===== config.mk =====
export PLATFORM = sky130hd
export DESIGN_NAME = id_pipe_flat
export DESIGN_NICKNAME = d
export VERILOG_FILES = /design/src/rtl/id_pipe_pkg.sv /design/src/rtl/id_pipe_if.sv /design/src/rtl/id_fwd_mux.sv /design/src/rtl/id_pipe.sv /design/src/flat_wrapper.sv
export SDC_FILE = /design/constraint.sdc
export NUM_CORES = 1
export LEC_CHECK = 0
export CELL_PAD_IN_SITES_DETAIL_PLACEMENT = 1
export CELL_PAD_IN_SITES_GLOBAL_PLACEMENT = 2
export CORE_ASPECT_RATIO = 1.4
export CORE_MARGIN = 4
export CORE_UTILIZATION = 35
export DETAILED_ROUTE_END_ITERATION = 16
export DONT_BUFFER_PORTS = 1
export PLACE_DENSITY_LB_ADDON = 0.1
export SKIP_CTS_REPAIR_TIMING = 1
export SYNTH_ARGS = -nofsm -noshare
export SYNTH_HDL_FRONTEND = slang
export SYNTH_SLANG_ARGS = --single-unit

===== constraint.sdc =====
create_clock -name clk -period 2.7 [get_ports clk]
set_input_delay 0.54 -clock clk [delete_from_list [all_inputs] [get_ports clk]]
set_output_delay 0.54 -clock clk [all_outputs]
set_load 0.1 [all_outputs]

===== src/rtl/id_pipe_pkg.sv =====
`default_nettype none
// ============================================================================
// Module : id_pipe_pkg
// Shared decode constants, ALU opcode bus type and immediate-select encoding.
// Rev    : 1.0
// ============================================================================
package id_pipe_pkg;

    localparam logic [4:0] OP_NOP    = 5'b00001;
    localparam logic [4:0] OP_ADDIU  = 5'b01000;
    localparam logic [4:0] OP_ADDIU3 = 5'b01001;
    localparam logic [4:0] OP_LI     = 5'b01101;
    localparam logic [4:0] OP_RRR    = 5'b11100;

    localparam logic [1:0] FUNC_ADDU = 2'b01;
    localparam logic [1:0] FUNC_SUBU = 2'b11;

    typedef logic [3:0] AluOpBus;
    localparam AluOpBus ALU_NOP = 4'd0;
    localparam AluOpBus ALU_ADD = 4'd1;
    localparam AluOpBus ALU_SUB = 4'd2;

    localparam logic [15:0] ZeroWord = 16'h0000;
    localparam logic        Enable   = 1'b1;
    localparam logic        Disable  = 1'b0;

    typedef enum logic [1:0] {
        IMM_NONE  = 2'd0,
        IMM_SEXT5 = 2'd1,
        IMM_SEXT8 = 2'd2,
        IMM_ZEXT8 = 2'd3
    } imm_sel_e;

endpackage
`default_nettype wire


===== src/rtl/id_pipe_if.sv =====
`default_nettype none
// ============================================================================
// Module : id_pipe_if
// ID-stage bus: fetch input, register-file read port, EX/MEM write-back info,
// stall/flush control and the registered ID/EX outputs.
// Rev    : 1.0
// ============================================================================
interface id_pipe_if
    import id_pipe_pkg::*;
#(
    parameter int DATA_W     = 16,
    parameter int REG_ADDR_W = 3
);
    logic                  instValid_i;
    logic [15:0]           instAddr_i;
    logic [15:0]           inst_i;

    logic [DATA_W-1:0]     reg1Data_i;
    logic [DATA_W-1:0]     reg2Data_i;
    logic                  reg1Enable_o;
    logic                  reg2Enable_o;
    logic [REG_ADDR_W-1:0] reg1Addr_o;
    logic [REG_ADDR_W-1:0] reg2Addr_o;

    logic                  exWReg_i;
    logic [REG_ADDR_W-1:0] exWRegAddr_i;
    logic [DATA_W-1:0]     exWData_i;
    logic                  exIsLoad_i;
    logic                  memWReg_i;
    logic [REG_ADDR_W-1:0] memWRegAddr_i;
    logic [DATA_W-1:0]     memWData_i;

    logic                  stall_i;
    logic                  flush_i;
    logic                  stallReq_o;

    logic                  valid_o;
    logic [15:0]           instAddr_o;
    logic [DATA_W-1:0]     operand1_o;
    logic [DATA_W-1:0]     operand2_o;
    AluOpBus               aluOp_o;
    logic                  wReg_o;
    logic [REG_ADDR_W-1:0] wRegAddr_o;

    // master: the decode stage itself; slave: the surrounding pipeline
    modport master (
        input  instValid_i, instAddr_i, inst_i, reg1Data_i, reg2Data_i,
               exWReg_i, exWRegAddr_i, exWData_i, exIsLoad_i,
               memWReg_i, memWRegAddr_i, memWData_i, stall_i, flush_i,
        output reg1Enable_o, reg2Enable_o, reg1Addr_o, reg2Addr_o, stallReq_o,
               valid_o, instAddr_o, operand1_o, operand2_o, aluOp_o, wReg_o, wRegAddr_o
    );

    modport slave (
        output instValid_i, instAddr_i, inst_i, reg1Data_i, reg2Data_i,
               exWReg_i, exWRegAddr_i, exWData_i, exIsLoad_i,
               memWReg_i, memWRegAddr_i, memWData_i, stall_i, flush_i,
        input  reg1Enable_o, reg2Enable_o, reg1Addr_o, reg2Addr_o, stallReq_o,
               valid_o, instAddr_o, operand1_o, operand2_o, aluOp_o, wReg_o, wRegAddr_o
    );
endinterface
`default_nettype wire


===== src/rtl/id_fwd_mux.sv =====
`default_nettype none
// ============================================================================
// Module : id_fwd_mux
// Operand source select for one read port: EX result, then MEM result, then RF.
// Rev    : 1.0
// ============================================================================
module id_fwd_mux
    import id_pipe_pkg::*;
#(
    parameter int DATA_W     = 16,
    parameter int REG_ADDR_W = 3
) (
    input  wire logic                  i_rd_en,
    input  wire logic [REG_ADDR_W-1:0] i_rd_addr,
    input  wire logic [DATA_W-1:0]     i_rf_data,
    input  wire logic                  i_ex_wreg,
    input  wire logic [REG_ADDR_W-1:0] i_ex_addr,
    input  wire logic [DATA_W-1:0]     i_ex_data,
    input  wire logic                  i_mem_wreg,
    input  wire logic [REG_ADDR_W-1:0] i_mem_addr,
    input  wire logic [DATA_W-1:0]     i_mem_data,
    output logic      [DATA_W-1:0]     o_data
);
    always_comb begin
        o_data = i_rf_data;
        if ((i_rd_en == Enable) && (i_ex_wreg == Enable) && (i_ex_addr == i_rd_addr)) begin
            o_data = i_ex_data;
        end else if ((i_rd_en == Enable) && (i_mem_wreg == Enable) && (i_mem_addr == i_rd_addr)) begin
            o_data = i_mem_data;
        end
    end
endmodule
`default_nettype wire


===== src/rtl/id_pipe.sv =====
`default_nettype none
// ============================================================================
// Module : id_pipe
// Decode stage: decodes the ADDIU3/ADDIU/LI/ADDU/SUBU subset, resolves
// operands and drives the registered ID/EX bus.
// Config : ID_FWD_EN defined -> EX/MEM forwarding, stall only on load-use;
//          undefined -> no forwarding, any pending EX/MEM write hazard stalls.
// Rev    : 1.0
// ============================================================================
module id_pipe
    import id_pipe_pkg::*;
#(
    parameter int DATA_W     = 16,
    parameter int REG_ADDR_W = 3
) (
    input  wire logic clk,
    input  wire logic rst,
    id_pipe_if.master bus
);
    logic [15:0]           w_inst;
    logic [4:0]            w_opcode;
    logic [1:0]            w_func;
    logic [REG_ADDR_W-1:0] w_rx;
    logic [REG_ADDR_W-1:0] w_ry;
    logic [REG_ADDR_W-1:0] w_rz;

    assign w_inst   = bus.inst_i;
    assign w_opcode = w_inst[15:11];
    assign w_func   = w_inst[1:0];
    assign w_rx     = REG_ADDR_W'(w_inst[10:8]);
    assign w_ry     = REG_ADDR_W'(w_inst[7:5]);
    assign w_rz     = REG_ADDR_W'(w_inst[4:2]);

    logic                  w_reg1_en;
    logic                  w_reg2_en;
    logic [REG_ADDR_W-1:0] w_reg1_addr;
    logic [REG_ADDR_W-1:0] w_reg2_addr;
    logic                  w_wreg;
    logic [REG_ADDR_W-1:0] w_waddr;
    AluOpBus               w_alu_op;
    imm_sel_e              w_imm_sel;

    always_comb begin
        w_reg1_en   = Disable;
        w_reg2_en   = Disable;
        w_reg1_addr = '0;
        w_reg2_addr = '0;
        w_wreg      = Disable;
        w_waddr     = '0;
        w_alu_op    = ALU_NOP;
        w_imm_sel   = IMM_NONE;
        if (bus.instValid_i) begin
            case (w_opcode)
                OP_ADDIU3: begin
                    w_reg1_en   = Enable;
                    w_reg1_addr = w_rx;
                    w_wreg      = Enable;
                    w_waddr     = w_ry;
                    w_alu_op    = ALU_ADD;
                    w_imm_sel   = IMM_SEXT5;
                end
                OP_ADDIU: begin
                    w_reg1_en   = Enable;
                    w_reg1_addr = w_rx;
                    w_wreg      = Enable;
                    w_waddr     = w_rx;
                    w_alu_op    = ALU_ADD;
                    w_imm_sel   = IMM_SEXT8;
                end
                OP_LI: begin
                    w_wreg      = Enable;
                    w_waddr     = w_rx;
                    w_alu_op    = ALU_ADD;
                    w_imm_sel   = IMM_ZEXT8;
                end
                OP_RRR: begin
                    if ((w_func == FUNC_ADDU) || (w_func == FUNC_SUBU)) begin
                        w_reg1_en   = Enable;
                        w_reg1_addr = w_rx;
                        w_reg2_en   = Enable;
                        w_reg2_addr = w_ry;
                        w_wreg      = Enable;
                        w_waddr     = w_rz;
                        w_alu_op    = (w_func == FUNC_SUBU) ? ALU_SUB : ALU_ADD;
                    end
                end
                default: ;
            endcase
        end
    end

    logic [DATA_W-1:0] w_imm;

    always_comb begin
        w_imm = '0;
        case (w_imm_sel)
            IMM_SEXT5: w_imm = {{(DATA_W-5){w_inst[4]}}, w_inst[4:0]};
            IMM_SEXT8: w_imm = {{(DATA_W-8){w_inst[7]}}, w_inst[7:0]};
            IMM_ZEXT8: w_imm = {{(DATA_W-8){1'b0}}, w_inst[7:0]};
            default:   w_imm = '0;
        endcase
    end

    assign bus.reg1Enable_o = w_reg1_en;
    assign bus.reg2Enable_o = w_reg2_en;
    assign bus.reg1Addr_o   = w_reg1_addr;
    assign bus.reg2Addr_o   = w_reg2_addr;

    logic              w_ex_hit1;
    logic              w_ex_hit2;
    logic              w_hazard;
    logic [DATA_W-1:0] w_src1;
    logic [DATA_W-1:0] w_src2;

    assign w_ex_hit1 = w_reg1_en && bus.exWReg_i && (bus.exWRegAddr_i == w_reg1_addr);
    assign w_ex_hit2 = w_reg2_en && bus.exWReg_i && (bus.exWRegAddr_i == w_reg2_addr);

`ifdef ID_FWD_EN
    id_fwd_mux #(.DATA_W(DATA_W), .REG_ADDR_W(REG_ADDR_W)) u_fwd1 (
        .i_rd_en   (w_reg1_en),
        .i_rd_addr (w_reg1_addr),
        .i_rf_data (bus.reg1Data_i),
        .i_ex_wreg (bus.exWReg_i),
        .i_ex_addr (bus.exWRegAddr_i),
        .i_ex_data (bus.exWData_i),
        .i_mem_wreg(bus.memWReg_i),
        .i_mem_addr(bus.memWRegAddr_i),
        .i_mem_data(bus.memWData_i),
        .o_data    (w_src1)
    );

    id_fwd_mux #(.DATA_W(DATA_W), .REG_ADDR_W(REG_ADDR_W)) u_fwd2 (
        .i_rd_en   (w_reg2_en),
        .i_rd_addr (w_reg2_addr),
        .i_rf_data (bus.reg2Data_i),
        .i_ex_wreg (bus.exWReg_i),
        .i_ex_addr (bus.exWRegAddr_i),
        .i_ex_data (bus.exWData_i),
        .i_mem_wreg(bus.memWReg_i),
        .i_mem_addr(bus.memWRegAddr_i),
        .i_mem_data(bus.memWData_i),
        .o_data    (w_src2)
    );

    // A load's data only exists after MEM, so it cannot be forwarded from EX
    assign w_hazard = bus.exIsLoad_i && (w_ex_hit1 || w_ex_hit2);
`else
    logic w_mem_hit1;
    logic w_mem_hit2;
    logic w_unused;

    assign w_mem_hit1 = w_reg1_en && bus.memWReg_i && (bus.memWRegAddr_i == w_reg1_addr);
    assign w_mem_hit2 = w_reg2_en && bus.memWReg_i && (bus.memWRegAddr_i == w_reg2_addr);
    assign w_src1     = bus.reg1Data_i;
    assign w_src2     = bus.reg2Data_i;
    assign w_hazard   = w_ex_hit1 || w_ex_hit2 || w_mem_hit1 || w_mem_hit2;
    assign w_unused   = ^{bus.exIsLoad_i, bus.exWData_i, bus.memWData_i};
`endif

    logic w_stall_req;
    assign w_stall_req    = bus.instValid_i && !bus.flush_i && w_hazard;
    assign bus.stallReq_o = w_stall_req;

    logic [DATA_W-1:0] w_op1;
    logic [DATA_W-1:0] w_op2;

    // LI carries its immediate in operand 1; register-immediate forms in operand 2
    assign w_op1 = w_reg1_en ? w_src1 : w_imm;
    assign w_op2 = w_reg2_en ? w_src2 : (w_reg1_en ? w_imm : '0);

    logic                  r_valid;
    logic [15:0]           r_inst_addr;
    logic [DATA_W-1:0]     r_op1;
    logic [DATA_W-1:0]     r_op2;
    AluOpBus               r_alu_op;
    logic                  r_wreg;
    logic [REG_ADDR_W-1:0] r_waddr;

    always_ff @(posedge clk or negedge rst) begin
        if (!rst) begin
            r_valid     <= Disable;
            r_inst_addr <= ZeroWord;
            r_op1       <= DATA_W'(ZeroWord);
            r_op2       <= DATA_W'(ZeroWord);
            r_alu_op    <= ALU_NOP;
            r_wreg      <= Disable;
            r_waddr     <= '0;
        end else if (bus.flush_i || (!bus.stall_i && w_stall_req)) begin
            r_valid     <= Disable;
            r_inst_addr <= ZeroWord;
            r_op1       <= DATA_W'(ZeroWord);
            r_op2       <= DATA_W'(ZeroWord);
            r_alu_op    <= ALU_NOP;
            r_wreg      <= Disable;
            r_waddr     <= '0;
        end else if (!bus.stall_i) begin
            r_valid     <= bus.instValid_i;
            r_inst_addr <= bus.instAddr_i;
            r_op1       <= w_op1;
            r_op2       <= w_op2;
            r_alu_op    <= w_alu_op;
            r_wreg      <= w_wreg;
            r_waddr     <= w_waddr;
        end
    end

    assign bus.valid_o    = r_valid;
    assign bus.instAddr_o = r_inst_addr;
    assign bus.operand1_o = r_op1;
    assign bus.operand2_o = r_op2;
    assign bus.aluOp_o    = r_alu_op;
    assign bus.wReg_o     = r_wreg;
    assign bus.wRegAddr_o = r_waddr;
endmodule
`default_nettype wire


===== src/flat_wrapper.sv =====
// flat-port wrapper written by rule: the top's interface ports become plain ports
module id_pipe_flat import id_pipe_pkg::*;
#(
    parameter int DATA_W     = 16,
    parameter int REG_ADDR_W = 3
)
  (clk, rst, bus_instValid_i, bus_instAddr_i, bus_inst_i, bus_reg1Data_i, bus_reg2Data_i, bus_exWReg_i, bus_exWRegAddr_i, bus_exWData_i, bus_exIsLoad_i, bus_memWReg_i, bus_memWRegAddr_i, bus_memWData_i, bus_stall_i, bus_flush_i, bus_reg1Enable_o, bus_reg2Enable_o, bus_reg1Addr_o, bus_reg2Addr_o, bus_stallReq_o, bus_valid_o, bus_instAddr_o, bus_operand1_o, bus_operand2_o, bus_aluOp_o, bus_wReg_o, bus_wRegAddr_o);
  id_pipe_if #(.DATA_W(DATA_W), .REG_ADDR_W(REG_ADDR_W)) bus_i ();
  input  wire logic clk;
  input  wire logic rst;
  input wire logic [$bits(bus_i.instValid_i)-1:0] bus_instValid_i;
  input wire logic [$bits(bus_i.instAddr_i)-1:0] bus_instAddr_i;
  input wire logic [$bits(bus_i.inst_i)-1:0] bus_inst_i;
  input wire logic [$bits(bus_i.reg1Data_i)-1:0] bus_reg1Data_i;
  input wire logic [$bits(bus_i.reg2Data_i)-1:0] bus_reg2Data_i;
  input wire logic [$bits(bus_i.exWReg_i)-1:0] bus_exWReg_i;
  input wire logic [$bits(bus_i.exWRegAddr_i)-1:0] bus_exWRegAddr_i;
  input wire logic [$bits(bus_i.exWData_i)-1:0] bus_exWData_i;
  input wire logic [$bits(bus_i.exIsLoad_i)-1:0] bus_exIsLoad_i;
  input wire logic [$bits(bus_i.memWReg_i)-1:0] bus_memWReg_i;
  input wire logic [$bits(bus_i.memWRegAddr_i)-1:0] bus_memWRegAddr_i;
  input wire logic [$bits(bus_i.memWData_i)-1:0] bus_memWData_i;
  input wire logic [$bits(bus_i.stall_i)-1:0] bus_stall_i;
  input wire logic [$bits(bus_i.flush_i)-1:0] bus_flush_i;
  output wire logic [$bits(bus_i.reg1Enable_o)-1:0] bus_reg1Enable_o;
  output wire logic [$bits(bus_i.reg2Enable_o)-1:0] bus_reg2Enable_o;
  output wire logic [$bits(bus_i.reg1Addr_o)-1:0] bus_reg1Addr_o;
  output wire logic [$bits(bus_i.reg2Addr_o)-1:0] bus_reg2Addr_o;
  output wire logic [$bits(bus_i.stallReq_o)-1:0] bus_stallReq_o;
  output wire logic [$bits(bus_i.valid_o)-1:0] bus_valid_o;
  output wire logic [$bits(bus_i.instAddr_o)-1:0] bus_instAddr_o;
  output wire logic [$bits(bus_i.operand1_o)-1:0] bus_operand1_o;
  output wire logic [$bits(bus_i.operand2_o)-1:0] bus_operand2_o;
  output wire logic [$bits(bus_i.aluOp_o)-1:0] bus_aluOp_o;
  output wire logic [$bits(bus_i.wReg_o)-1:0] bus_wReg_o;
  output wire logic [$bits(bus_i.wRegAddr_o)-1:0] bus_wRegAddr_o;
  assign bus_i.instValid_i = bus_instValid_i;
  assign bus_i.instAddr_i = bus_instAddr_i;
  assign bus_i.inst_i = bus_inst_i;
  assign bus_i.reg1Data_i = bus_reg1Data_i;
  assign bus_i.reg2Data_i = bus_reg2Data_i;
  assign bus_i.exWReg_i = bus_exWReg_i;
  assign bus_i.exWRegAddr_i = bus_exWRegAddr_i;
  assign bus_i.exWData_i = bus_exWData_i;
  assign bus_i.exIsLoad_i = bus_exIsLoad_i;
  assign bus_i.memWReg_i = bus_memWReg_i;
  assign bus_i.memWRegAddr_i = bus_memWRegAddr_i;
  assign bus_i.memWData_i = bus_memWData_i;
  assign bus_i.stall_i = bus_stall_i;
  assign bus_i.flush_i = bus_flush_i;
  assign bus_reg1Enable_o = bus_i.reg1Enable_o;
  assign bus_reg2Enable_o = bus_i.reg2Enable_o;
  assign bus_reg1Addr_o = bus_i.reg1Addr_o;
  assign bus_reg2Addr_o = bus_i.reg2Addr_o;
  assign bus_stallReq_o = bus_i.stallReq_o;
  assign bus_valid_o = bus_i.valid_o;
  assign bus_instAddr_o = bus_i.instAddr_o;
  assign bus_operand1_o = bus_i.operand1_o;
  assign bus_operand2_o = bus_i.operand2_o;
  assign bus_aluOp_o = bus_i.aluOp_o;
  assign bus_wReg_o = bus_i.wReg_o;
  assign bus_wRegAddr_o = bus_i.wRegAddr_o;
  id_pipe #(.DATA_W(DATA_W), .REG_ADDR_W(REG_ADDR_W)) u_core (.clk(clk), .rst(rst), .bus(bus_i));
endmodule

==> flow_summary.ini, run 1 <==
[placed_design]
dp.cells = 347
gp_congestion = 0.765
place_hpwl_um = 6240
numPortBuffers = 0

[cells_and_area]
area_growth_pct = 14.0
num_antenna_cells = 0
final_cells = 356
fill_cells = 860
drive_gt1_share_pct = 16.0
nets = 365

[global_route]
grt_pass1_wl_um = 13200
grt.total_usage_pct = 17.6
use_met1_pct = 19.9
antenna_found_initial = 0
use_met2_pct = 29.7
grt.overflow.total = 0
grtUsageMet3_pct = 7.95
busiest_layer = met2
grt_pass1_vias = 2303
grt_max_degree = 56

[yosys]
synth_seq_cells = 55
netlist_instances = 253
synth.distinct_cells = 38
synth_warnings = 0
syn-cell-area_um2 = 2790
seq_area_frac_synth_pct = 49.4
postSynthAreaPerCell_um2 = 11.0

[critical_path]
worst_path_largest_cell_delay_ps = 310
cp-end-kind = primary output
cp_max_fo = 14
slowest_stage = a21oi_4
critPathRequiredTime_ps = 2160
critical_path_arrival_ps = 1840
crit_chain = nand4b_2 -> a21oi_4 -> a21boi_2 -> a21oi_1 -> nor2_4 -> buf_12
critical_path_class = in2out
cp-start-kind = input port
path_buf_inv = 1
cp_top_family = compound AO/OA/AOI/OAI gates

[pwr]
leakage_nw = 1.44
power_density_nw_per_um2 = 524
ir_drop_mv = 0.281
p_total_mw = 1.66

[sta]
max_freq_mhz = 419
tightest_slew_ps = 952
fin_tns_setup_ps = 0
fin_crit_sh_pct = 88.3
rsz0062_at_grt = false
hold_viol_final = 0
setup_violations = 0
post-route-min-period_ps = 2380
slew_violations = 0
fin_skew_ps = 0
relSlewSlack_pct = 36.6

[flow_run]
max_cap_violations = 0

[die]
ios = 176
dieHeight_um = 114
dieWidth_um = 83.4
dieArea_um2 = 9470
core_area_um2 = 7750
start_util_pct = 35.9
rows = 38

[clock_tree]
cts_made_buffers = 5
cts_buffer_depth = 2
clk_pin_slew_ps = 110
clock-sinks = 55
cts_root_buffer = clkbuf_8
clk_latency_ps = 310
cts_tree = yes
htreeDepth = 2

[worst_hold_path]
min_path_type = in2async

[route]
ant_nets = 0
drtIter0Drc = 72
dr.pass1.iters = 4
vias_per_cell = 5.92
routed_wl_um = 8420
drc_errors = 0
vias = 2106
wl_per_cell_um = 23.7

[status]
status = finished, final reports clean
## placed cells by master, fill, tap and decap left out, types with 2 or more instances in the layout
master,Yosys,layout
clkinvlp_4,0,2
nor2_1,14,12
clkbuf_8,0,5
dfrtp_1,55,55
conb_1,1,2
nor2b_1,5,4
a221o_1,2,2
a21oi_1,6,6
o2111a_1,2,2
nand2_1,14,14
o21ai_0,8,8
a221oi_1,4,4
buf_4,3,7
a22o_1,39,39
inv_1,3,3
a21o_1,10,10
and2_2,0,6
o211a_1,2,2
nand2b_1,3,3
nor3_1,6,6
mux2_2,3,3
buf_12,0,8
o21a_1,4,4
a211oi_1,2,2
nand4_1,4,4
nor2_4,0,2
xnor2_1,13,13
a32o_1,14,14
## state kept, by name (all words and copies together) (netlist names)
signal,cells
u_core.bus.aluOp_o,2
u_core.bus.instAddr_o,16
u_core.bus.operand1_o,16
u_core.bus.operand2_o,16
u_core.bus.valid_o,1
u_core.bus.wRegAddr_o,3
u_core.bus.wReg_o,1
## cell type report
| class | count | area [um^2] | share of cell area (%) |
|---|---|---|---|
| inverter | 3 | 11.3 | 0.355 |
| multi-input combinational | 174 | 1330 | 41.9 |
| sequential | 55 | 1380 | 43.3 |
| clock inverter | 3 | 23.8 | 0.749 |
| clock buffer | 5 | 68.8 | 2.17 |
| timing repair buffer | 16 | 240 | 7.56 |
| tap | 100 | 125 | 3.94 |
## kinds of logic after synthesis
group | after synthesis | synth area share, %
and+or+nand+nor | 56 | 10.3
AOI/OAI and AO/OA | 99 | 30.4
muxes | 4 | 1.57
DFF | 55 | 49.4
other | 1 | 0.135
buffers and inverters | 25 | 4.04
xor gates and xnor gates | 13 | 4.09
## per-stage QoR
stage | hold WS, ps | worst slack (ps) | cell area (um^2) | util (%)
2_1_floorplan | 244 | 10.6 | 2810 | -
3_3_place_gp | 246 | 287 | 3060 | 39.4
3_5_place_dp | 246 | 298 | 3060 | 39.4
4_1_cts | -110 | 298 | 3150 | 40.6
5_1_grt | 81.4 | 212 | 3180 | 41.0
6_report | 77.9 | 316 | 3180 | 41.0
## path summary, 6_finish.rpt
path,startpoint,end,slack (ps),depth (start not counted)
max in group asynchronous,rst,u_core.bus.operand2_o[9],2380,1
min in group clk,bus_instAddr_i[11],u_core.bus.instAddr_o[11],350,1
worst max register to register,u_core.bus.operand2_o[2],u_core.bus.operand2_o[2],1220,3
worst min-delay path,rst,u_core.bus.instAddr_o[3],80,1
worst min register to register,u_core.bus.operand2_o[12],u_core.bus.operand2_o[12],1120,1
worst max-delay path,bus_inst_i[11],bus_stallReq_o,320,6
## report_power, final
group | internal [mW] | total, mW | switching (mW) | leakage, nW
Clock | 0.186 | 0.472 | 0.286 | 0.0408
Sequential | 0.841 | 1.02 | 0.179 | 0.754
Combinational | 0.0697 | 0.172 | 0.102 | 0.648
Total | 1.10 | 1.66 | 0.567 | 1.44
## cells in the mapped netlist
| cell type | instances | area, um^2 |
|---|---|---|
| o2111a_1 | 2 | 22.5 |
| conb_1 | 1 | 3.75 |
| a211oi_1 | 2 | 15.0 |
| a32o_1 | 14 | 140 |
| o211a_1 | 2 | 20.0 |
| a221o_1 | 2 | 20.0 |
| a2111oi_4 | 1 | 27.5 |
| a2111oi_0 | 1 | 8.76 |
| buf_1 | 1 | 3.75 |
| a21oi_1 | 6 | 30.0 |
| o21ai_0 | 8 | 40.0 |
| nor2_1 | 14 | 52.6 |
| nand4bb_1 | 1 | 11.3 |
| nand2b_1 | 3 | 18.8 |
| and2_1 | 6 | 37.5 |
| inv_1 | 3 | 11.3 |
| a21oi_4 | 1 | 16.3 |
| mux2i_1 | 1 | 10.0 |
| nand4_1 | 4 | 25.0 |
| nand4b_2 | 1 | 15.0 |
| nand2_1 | 14 | 52.6 |
| a22oi_1 | 1 | 7.51 |
| mux2_2 | 3 | 33.8 |
| dfrtp_1 | 55 | 1380 |
| a21o_1 | 10 | 75.1 |
| a221oi_1 | 4 | 35.0 |
| nand3b_1 | 1 | 7.51 |
| or2_2 | 1 | 6.26 |
| buf_4 | 3 | 22.5 |
| o22ai_1 | 1 | 6.26 |
| buf_2 | 6 | 30.0 |
| nor3_1 | 6 | 30.0 |
| a21boi_2 | 1 | 11.3 |
| xnor2_1 | 13 | 114 |
| clkbuf_1 | 12 | 45.0 |
| a22o_1 | 39 | 342 |
| o21a_1 | 4 | 30.0 |
| nor2b_1 | 5 | 31.3 |
## routing by layer
layer,share of wire [%],vias to the layer above
li1,-,955
met1,37,1039
met2,50,103
met3,11,9
met4,2.1,0
met5,0,-
Note: power is estimated with default switching activity, not from simulation.
==> inputs of run 2 (changes only) <==
Settings changed: BUFFER_PORTS_ARGS from default to -buffer_cell sky130_fd_sc_hd__buf_2, CORE_ASPECT_RATIO 1.4 to 0.7, CORE_UTILIZATION 35 to 22, DONT_BUFFER_PORTS 1 to default.
Clock period 2.7 ns to 1.9 ns, I/O delays scaled along.
==> flow_summary.ini, run 2 (synthesis gave the netlist of run 1 again) <==
[critical_path]
rr_worst_depth = 3
cp-start-kind = input port
cp_max_fo = 3
critPathRequiredTime_ps = 1520
cp-end-kind = primary output
critical_path_class = in2out
critical_path_arrival_ps = 1520

[pwr]
power_density_nw_per_um2 = 714
p_total_mw = 3.09
ir_drop_mv = 0.464
intPower_mw = 2.16
clkPwrFrac_pct = 38.3
p_comb_share_pct = 22.4
swShare_pct = 30.0
p_sw_mw = 0.929
p_seq_share_pct = 39.3
leakage_nw = 2.28

[cells_and_area]
fill_cells = 1423
drive_gt1_share_pct = 49.2
final_common_cell = buf_2
mostFrequentLayoutCells = buf_2 (130), dfrtp_1 (55), a22o_1 (39), buf_4 (35)
area_growth_pct = 55.6
num_antenna_cells = 0
nets = 528

[sta]
setup_violations = 0
fin_skew_ps = 0
rsz0062_at_grt = true
slew_violations = 0
max_freq_mhz = 526
hold_viol_final = 0
fin_crit_sh_pct = 100
fin_tns_setup_ps = 0
post-route-min-period_ps = 1900
tightest_slew_ps = 516
relSlewSlack_pct = 65.9

[route]
wl_met3_um = 732
drc_errors = 0
drtIter0Drc = 84
top_layer_used = met4
vias = 2656
wl_per_cell_um = 18.0
ant_nets = 0
wl_met1_um = 5310
vias_per_cell = 4.57
dr.pass1.iters = 4
routed_wl_um = 10500
dr_wl_met2_um = 4400

[global_route]
grt.overflow.total = 0
grt.total_usage_pct = 14.1
grt_max_degree = 56
antenna_found_initial = 0
grt_pass1_wl_um = 16100
grt_pass1_vias = 2823

[clock_tree]
cts_buffer_depth = 2
cts_made_buffers = 5
clk_pin_slew_ps = 70
htreeDepth = 2
cts_root_buffer = clkbuf_16
clock-sinks = 55
clk_latency_ps = 280
cts_tree = yes

[flow_run]
max_cap_violations = 0

[worst_hold_path]
min_path_type = in2async

[die]
core_area_um2 = 12400
ios = 176
rows = 34
dieWidth_um = 142
start_util_pct = 22.4
dieArea_um2 = 14600
dieHeight_um = 102

[status]
status = finished, final reports clean

[placed_design]
numPortBuffers = 140
place_hpwl_um = 8130
gp_congestion = 0.709
run 2: cell types whose count changed in the layout (fill, tap and decap cells not counted), sizes merged:
cell | previous run | this run
buf | 16 | 179
bufinv | 0 | 2
clkinvlp | 2 | 1
inv | 4 | 3
run 2: metal layers:
layer / vias up / global-route usage (%)
met4: 0 / 1.31
met3: 2 / 3.84
li1: 1288 / -
met2: 76 / 20.3
met5: - / 0
met1: 1290 / 21.8
run 2: final timing paths:
kind / startpoint / to / slack, ps
max: bus_inst_i[12] / bus_stallReq_o / 0.1
min: rst / u_core.bus.operand2_o[11] / 80
max reg2reg: u_core.bus.operand2_o[3] / u_core.bus.operand2_o[3] / 1120
min reg2reg: u_core.bus.operand1_o[9] / u_core.bus.operand1_o[9] / 490
max in group asynchronous: rst / u_core.bus.operand1_o[4] / 1550
min in group clk: bus_instAddr_i[12] / u_core.bus.instAddr_o[12] / 300
run 2: metrics by stage:
step                setup WS, ps  std cells  utilization (%)  hold slack, ps  instance area [um^2]
finish                     0.136        581             34.9            79.4                  4330
global route               -64.5        581             34.9            98.2                  4330
CTS                        -39.3        578             34.5            93.6                  4280
detailed placement         -87.7        570             32.9             407                  4090
global placement           -53.9        570             32.9             409                  4090
floorplan                   -313        254                -            84.4                  2860
run 2: power by group through the flow:
| stage | Sequential, mW | Clock [mW] | Combinational (mW) |
|---|---|---|---|
| floorplan | 1.47 | 0 | 0.198 |
| global placement | 1.24 | 0 | 0.685 |
| detailed placement | 1.24 | 0 | 0.693 |
| CTS | 1.22 | 1.23 | 0.693 |
| global route | 1.22 | 1.28 | 0.737 |
| finish | 1.22 | 1.19 | 0.692 |
run 2: cell type report:
cell class	instances	area, um^2	area share, %
timing repair buffer	179	1180	27.1
clock buffer	5	125	2.89
clock inverter	3	67.6	1.56
inverter	3	11.3	0.260
multi-input combinational	174	1380	31.7
sequential	55	1380	31.8
tap	162	203	4.68
run 2: critical path: stages:
cell and delay [ps]:
buf_6 90, nand3b_1 270, a21oi_4 200, a21boi_4 230, a21oi_4 60, nor2_4 110, buf_12 180
